File: config.mk
export PLATFORM = sky130hd
export DESIGN_NAME = sha256_digest_streamer
export DESIGN_NICKNAME = d
export VERILOG_FILES = /design/src/rtl/sha_stream_pkg.sv /design/src/rtl/digest_snapshot.sv /design/src/rtl/sha256_digest_streamer.sv
export SDC_FILE = /design/constraint.sdc
export NUM_CORES = 1
export LEC_CHECK = 0
export ABC_AREA = 1
export ABC_CLOCK_PERIOD_IN_PS = 13010
export BUFFER_PORTS_ARGS = -buffer_cell sky130_fd_sc_hd__buf_2
export CELL_PAD_IN_SITES_DETAIL_PLACEMENT = 2
export CELL_PAD_IN_SITES_GLOBAL_PLACEMENT = 2
export CORE_UTILIZATION = 31
export DETAILED_ROUTE_END_ITERATION = 10
export PLACE_DENSITY_LB_ADDON = 0.1
export SLEW_MARGIN = 25
export SYNTH_ARGS = -nofsm -noshare
export SYNTH_HDL_FRONTEND = slang
export SYNTH_SLANG_ARGS = --single-unit
File: constraint.sdc
create_clock -name clk -period 13.01 [get_ports clk]
set_clock_uncertainty 0.15 [all_clocks]
set_input_delay 3.903 -clock clk [delete_from_list [all_inputs] [get_ports clk]]
set_output_delay 3.903 -clock clk [all_outputs]
set_load 0.01 [all_outputs]
File: src/rtl/sha_stream_pkg.sv
`default_nettype none
// +--------------------------------------------------------------------+
// | sha_stream_pkg                                                      |
// | Shared types and constants for the SHA-256 digest streamer.         |
// | Rev 1.0                                                             |
// +--------------------------------------------------------------------+
package sha_stream_pkg;

  localparam int DIGEST_WORDS = 8;
  localparam int WORD_W       = 32;

  localparam logic [31:0] DEFAULT_MAILBOX_ADDR = 32'h0000_1000;

  typedef enum logic [1:0] {
    IDLE   = 2'd0,
    ARM    = 2'd1,
    STREAM = 2'd2
  } state_t;

endpackage
`default_nettype wire

File: src/rtl/digest_snapshot.sv
`default_nettype none
// +--------------------------------------------------------------------+
// | digest_snapshot                                                     |
// | 8x32 digest register bank with word-select read mux; the optional   |
// | XOR checksum word is built only under DIGEST_STREAMER_CHECKSUM_EN.  |
// | Rev 1.0                                                             |
// +--------------------------------------------------------------------+
module digest_snapshot
  import sha_stream_pkg::*;
(
  input  logic                           clk,
  input  logic                           rst_n,
  input  logic                           load,
  input  logic [DIGEST_WORDS*WORD_W-1:0] digest_in,
  input  logic [3:0]                     sel,
  output logic [WORD_W-1:0]              word_out
);

  logic [WORD_W-1:0] r_bank [DIGEST_WORDS];

  // Word 0 is the most significant slice of the digest vector (x10).
  always_ff @(posedge clk) begin
    if (!rst_n) begin
      for (int i = 0; i < DIGEST_WORDS; i++) r_bank[i] <= '0;
    end else if (load) begin
      for (int i = 0; i < DIGEST_WORDS; i++)
        r_bank[i] <= digest_in[(DIGEST_WORDS-1-i)*WORD_W +: WORD_W];
    end
  end

`ifdef DIGEST_STREAMER_CHECKSUM_EN
  logic [WORD_W-1:0] w_checksum;

  always_comb begin
    w_checksum = '0;
    for (int i = 0; i < DIGEST_WORDS; i++) w_checksum = w_checksum ^ r_bank[i];
  end
`endif

  always_comb begin
    word_out = '0;
    if (sel < 4'(DIGEST_WORDS))
      word_out = r_bank[sel[2:0]];
`ifdef DIGEST_STREAMER_CHECKSUM_EN
    else if (sel == 4'(DIGEST_WORDS))
      word_out = w_checksum;
`endif
  end

endmodule
`default_nettype wire

File: src/rtl/sha256_digest_streamer.sv
`default_nettype none
// +--------------------------------------------------------------------+
// | sha256_digest_streamer                                              |
// | Snoops a mailbox store, snapshots the register-file digest and      |
// | streams it as 32-bit words over valid/ready.                        |
// | Option: DIGEST_STREAMER_CHECKSUM_EN appends an XOR checksum word.   |
// | Rev 1.0                                                             |
// +--------------------------------------------------------------------+
module sha256_digest_streamer
  import sha_stream_pkg::*;
#(
  parameter logic [31:0] MAILBOX_ADDR = DEFAULT_MAILBOX_ADDR
)(
  input  logic                           clk,
  input  logic                           rst_n,
  input  logic [DIGEST_WORDS*WORD_W-1:0] digest_in,
  input  logic [31:0]                    bus_addr,
  input  logic [31:0]                    bus_din,
  input  logic [3:0]                     bus_we,
  output logic [WORD_W-1:0]              out_data,
  output logic                           out_valid,
  input  logic                           out_ready,
  output logic                           out_last,
  output logic                           busy,
  output logic                           overrun
);

`ifdef DIGEST_STREAMER_CHECKSUM_EN
  localparam logic [3:0] C_LAST_IDX = 4'(DIGEST_WORDS);
`else
  localparam logic [3:0] C_LAST_IDX = 4'(DIGEST_WORDS - 1);
`endif

  state_t     r_state;
  logic [3:0] r_cnt;
  logic       r_trig_pend;
  logic       r_valid;
  logic       r_last;
  logic       r_overrun;

  logic w_trigger;
  logic w_accept;
  logic w_hs;
  logic w_unused_din;

  assign w_trigger    = (bus_we == 4'hF) && (bus_addr == MAILBOX_ADDR) && bus_din[0];
  // A trigger already latched but not yet in ARM counts as busy for overrun.
  assign w_accept     = (r_state == IDLE) && !r_trig_pend;
  assign w_hs         = r_valid && out_ready;
  assign w_unused_din = ^bus_din[31:1];

  always_ff @(posedge clk) begin
    if (!rst_n) begin
      r_state     <= IDLE;
      r_cnt       <= '0;
      r_trig_pend <= 1'b0;
      r_valid     <= 1'b0;
      r_last      <= 1'b0;
      r_overrun   <= 1'b0;
    end else begin
      r_trig_pend <= w_trigger && w_accept;
      if (w_trigger && !w_accept) r_overrun <= 1'b1;

      case (r_state)
        IDLE: begin
          if (r_trig_pend) r_state <= ARM;
        end
        ARM: begin
          r_cnt   <= '0;
          r_valid <= 1'b1;
          r_last  <= 1'b0;
          r_state <= STREAM;
        end
        STREAM: begin
          if (w_hs) begin
            if (r_cnt == C_LAST_IDX) begin
              r_cnt   <= '0;
              r_valid <= 1'b0;
              r_last  <= 1'b0;
              r_state <= IDLE;
            end else begin
              r_cnt  <= r_cnt + 4'd1;
              r_last <= ((r_cnt + 4'd1) == C_LAST_IDX);
            end
          end
        end
        default: r_state <= IDLE;
      endcase
    end
  end

  digest_snapshot u_snapshot (
    .clk       (clk),
    .rst_n     (rst_n),
    .load      (r_state == ARM),
    .digest_in (digest_in),
    .sel       (r_cnt),
    .word_out  (out_data)
  );

  assign out_valid = r_valid;
  assign out_last  = r_last;
  assign busy      = (r_state != IDLE);
  assign overrun   = r_overrun;

endmodule
`default_nettype wire

---- Word level (Yosys, flattened, before mapping) ----
Memories as Yosys holds them, arrays and structs flattened. A register that Yosys moved wholly into a read port is not among the register bits.
Index checks and enable logic that the tools add are counted.
W data, S select, Z words.
storage, ports and cells
  bits in writable memories ............... 256
  output and inout port bits .............. 36
  memories kept ........................... 1
  logic and storage cells ................. 68
  register bits after elaboration ......... 10
memory list
  memory             words  bits a word  read ports  clocked after Yosys merged registers in  write ports  line                   source
  u_snapshot.r_bank  8      32           1           1                                        8            digest_snapshot.sv:19  logic [WORD_W-1:0] r_bank [DIGEST_WORDS];
operators by class
  bitwise operators ....................... 8
  add/subtract/negate cells ............... 1
  eq/ne operators ......................... 9
  multiplexer cells ....................... 28
  reduce and logical (&&, ||, !) cells .... 14
  $lt $le $gt $ge ......................... 1
operator list
  cell                    number
  $mux W32                9
  $eq A32 B13 Y1 const B  1
  $eq A4 B3 Y1 const B    2
  $mux W1                 8
  $mux W4                 2
  $or A1 B1 Y1            8
  $pmux W4 S2             1
  $logic_and A1 B1 Y1     6
  $mux W2                 3
  $mux W3                 2
  $ne A2 B2 Y1 const B    3
  $pmux W2 S3             1
  $reduce_and A3 Y1       2
  $add A4 B1 Y4 const B   1
  $eq A4 B4 Y1 const B    1
  $lt A4 B4 Y1 const B    1
  $pmux W1 S2             2
  $reduce_bool A2 Y1      2
  $eq A2 B1 Y1 const B    1
  $eq A2 B2 Y1 const B    1
  $logic_not A1 Y1        2
  $logic_not A2 Y1        1
  $reduce_and A2 Y1       1

---- Longest topological paths before layout ----
  word-level depth ........................ 6
  mapped depth ............................ 8

---- By module ----
A second synthesis with hierarchy kept.
second synthesis, totals
  cell total of the unflattened synthesis .. 1,748
  area, all modules ....................... 13,813.2 um^2
by module, submodules not included
  module                  instances  cells an instance  area an instance (um^2)
  digest_snapshot         1          1,653              13,220.2
  sha256_digest_streamer  1          95                 593.1

---- Least setup slack after synthesis ----
Ideal clock, no wire load.
  path kind ............................... input -> register
  start ................................... input port rst_n
  end ..................................... memory u_snapshot.r_bank[0][0], enable pin
  stages on the path ...................... 3
  arrival ................................. 8,591 ps
  data required time ...................... 10,905 ps
  buffers on the path ..................... 2
  slack ................................... 2,313 ps
  cells stage by stage .................... clkbuf_1 clkbuf_1 nand2_1
RTL lines
  element          line                          source
  start, declared  sha256_digest_streamer.sv:15  input logic rst_n,
  end, declared    digest_snapshot.sv:19

==> impl_results.md <==
* Synth Net Count at approximately 1700
* Crit share post-route at a little under three fifths
* Top cell type's share of synthesized area at 59.7%
* Grt total ovfl at 0
* Slew @ Worst Pin at between 1 and 1.5 ns
* H-Tree Depth at 2
* Global-route wire length before repair at between 60000 and 70000 um
* M2 GR Usage at 36.7%
* Die Ht at slightly above 200 um
* GP Congestion at 0.764
* Die area at roughly 42000 um^2
* Primary FF master, synth: edfxtp_1
* Clock-pin slew on the worst setup and hold paths at 0.06 ns
* Area contributors post-synth: edfxtp_1 60%, nor2_1 13%, inv_1 7.9%
* Final setup viols at 0
* Synth warn at 0
* Initial Utilization at 31.4%
* Vias per cell at about 4.6
* Post-CTS sizing at 0
* RSZ-0062 raised after global routing: false
* PD cells at ~130 nW/um^2
* Final nets at roughly 2000
* Final HPWL DP at approximately 28000 um
* Final Hold Vio Count at 0
* Clock latency on the worst-skew pair at 0.53 ns
* Number of global-route vias before repair at roughly 11000
* Mapped Cells at 1400
* Avg WL per Cell at between 15 and 20 um
* Area Overhead vs Synth at 22.5%
* Syn Area/Cell at roughly 9.2 um^2
* CTS tree: built
* Total negative slack at 0 ns
* Async set-or-reset flop fraction in the synthesized netlist at 0%
* GRT Util Overall at roughly 20%
* FF+latch count, synth at ~270
* Final Cell Area at 15800 um^2
* First-pass detailed-route iteration total at 4
* Largest net degree at the start of global routing at 87
* Total of max-cap violations at 0
* Synth Cell Area at roughly 13000 um^2
* Cell variety after synth at 23
* Number of post-CTS setup repair buffers at 0
* Placed Area at 14700 um^2
* CP Capture Type: output pin
* Die W at 206 um
* Crit path time final at 7.45 ns
* Max Slew Vio Count at 0
* Most Crowded Layer GR: met2
* Peak VDD IR at 0.0650 mV
* Yosys top cell by area: edfxtp_1
* Tot Pwr at ~2 mW
* Boundary pin count at around 360
* Initial antenna violation count at 8
* DR DRC count at 0
* Layout Utilization at about two fifths
* Crit path kind: flip-flop to output pin
* Pleak at 7.86 nW
* Worst Path Max Fanout at 83
* Routed Antenna Nets at 0
* Worst setup SP type: flip-flop
* Port Buf Inserts at about 330
* GRT met3 Usage at about 5%
* Final WL at around 42000 um
* GR Util met1 at around 22%
* Post-synth EDFFs at between 200 and 300
* Post-synth top cells: 442 x nor2_1, 270 x inv_1, 256 x edfxtp_1
* CTS Buf Count at 34
* Layout cells sized above 1 at 22.6%
* Clock sink count at 269
* Top-count cell post-synth: nor2_1
* Slew Limit Headroom at about a third
* CP required at 8.96 ns
* Register area share after synthesis at 61.8%
* Core area at between 40000 and 50000 um^2
* Maximum clock frequency at between 100 and 150 MHz
* DRT iter0 DRCs at roughly 280
* Vias at 10500
* Min-delay worst type: flip-flop to flip-flop
* Worst EP arrival at approximately 3.4 ns
* CTS root buf: clkbuf_16
* Hold buffer count at cts at 0
* CTS Buffer Depth at 3
* Status: finished, final reports clean
* Num rows at 74
where the power goes:
| group | switching (mW) | internal [mW] | leakage [nW] |
|---|---|---|---|
| Sequential | 0.00870 | 0.981 | 2.74 |
| Combinational | 0.0672 | 0.0485 | 4.62 |
| Clock | 0.357 | 0.520 | 0.492 |
| Total | 0.433 | 1.55 | 7.86 |
area by class of cell:
type                    instances  area, um^2
diodes                          4        10.0
clock buffers                  54         990
clock inverters                 6        26.3
fillers                      4628       25200
inverters                     271        1020
multi-input cells             780        3360
flip-flops and latches        269        7960
well taps                     532         666
repair buffers                342        1740
worst max-delay path: stages (launching register included):
cell and delay, ns:
dfxtp_4 0.52, inv_4 0.49, buf_4 0.80, o21ai_0 0.26, o22ai_1 0.19, nor2_1 0.11, nor2_1 0.19, buf_2 0.15
metrics by stage:
stage	instances	hold WS, ns	setup slack [ns]
after CTS	2254	0.296	5.34
after detailed placement	2194	0.287	5.60
after global routing	2256	0.313	5.21
after global placement	2194	0.278	5.67
after floorplan	1400	0.271	2.31
final	2258	0.289	5.56
flip-flops by register name (all words and copies together), names as in the netlist, named ones only:
name and count:
u_snapshot.r_bank 256, r_cnt 4, r_state 2, out_last 1, out_valid 1, overrun 1, r_trig_pend 1
path summary, 6_finish.rpt:
check | from | to | slack [ns] | depth (start not counted)
setup / recovery | flip-flop | out_data[29] | 5.56 | 7
hold / removal | r_trig_pend | r_state[0] | 0.29 | 2
setup reg to reg | r_state[0] | u_snapshot.r_bank[3][6] | 9.41 | 6
hold reg to reg | r_trig_pend | r_state[0] | 0.29 | 2
layer usage:
| layer | vias up | share of wire [%] |
|---|---|---|
| li1 | 5030 | - |
| met1 | 5118 | 39 |
| met2 | 248 | 51 |
| met3 | 78 | 6.0 |
| met4 | 10 | 3.3 |
| met5 | - | 0.15 |
cell families after synthesis:
logic type	synth area share (%)
simple gates	17.0
buf+inv	12.2
flops	61.8
compound gates	8.85
fa+ha+maj	0.194
placed cells by master (no fill, tap or decap), drive strengths merged:
cell / count
o211ai: 32
nor3: 1
nand2: 120
o21ai: 130
o21a: 1
ha: 2
nand3: 5
o22ai: 32
dfxtp: 13
or2: 2
inv: 270
diode: 4
a21oi: 8
edfxtp: 256
nor2: 442
nand4: 5
buf: 342
clkinv: 7
clkbuf: 54
Power figures use the tool's default switching activity.
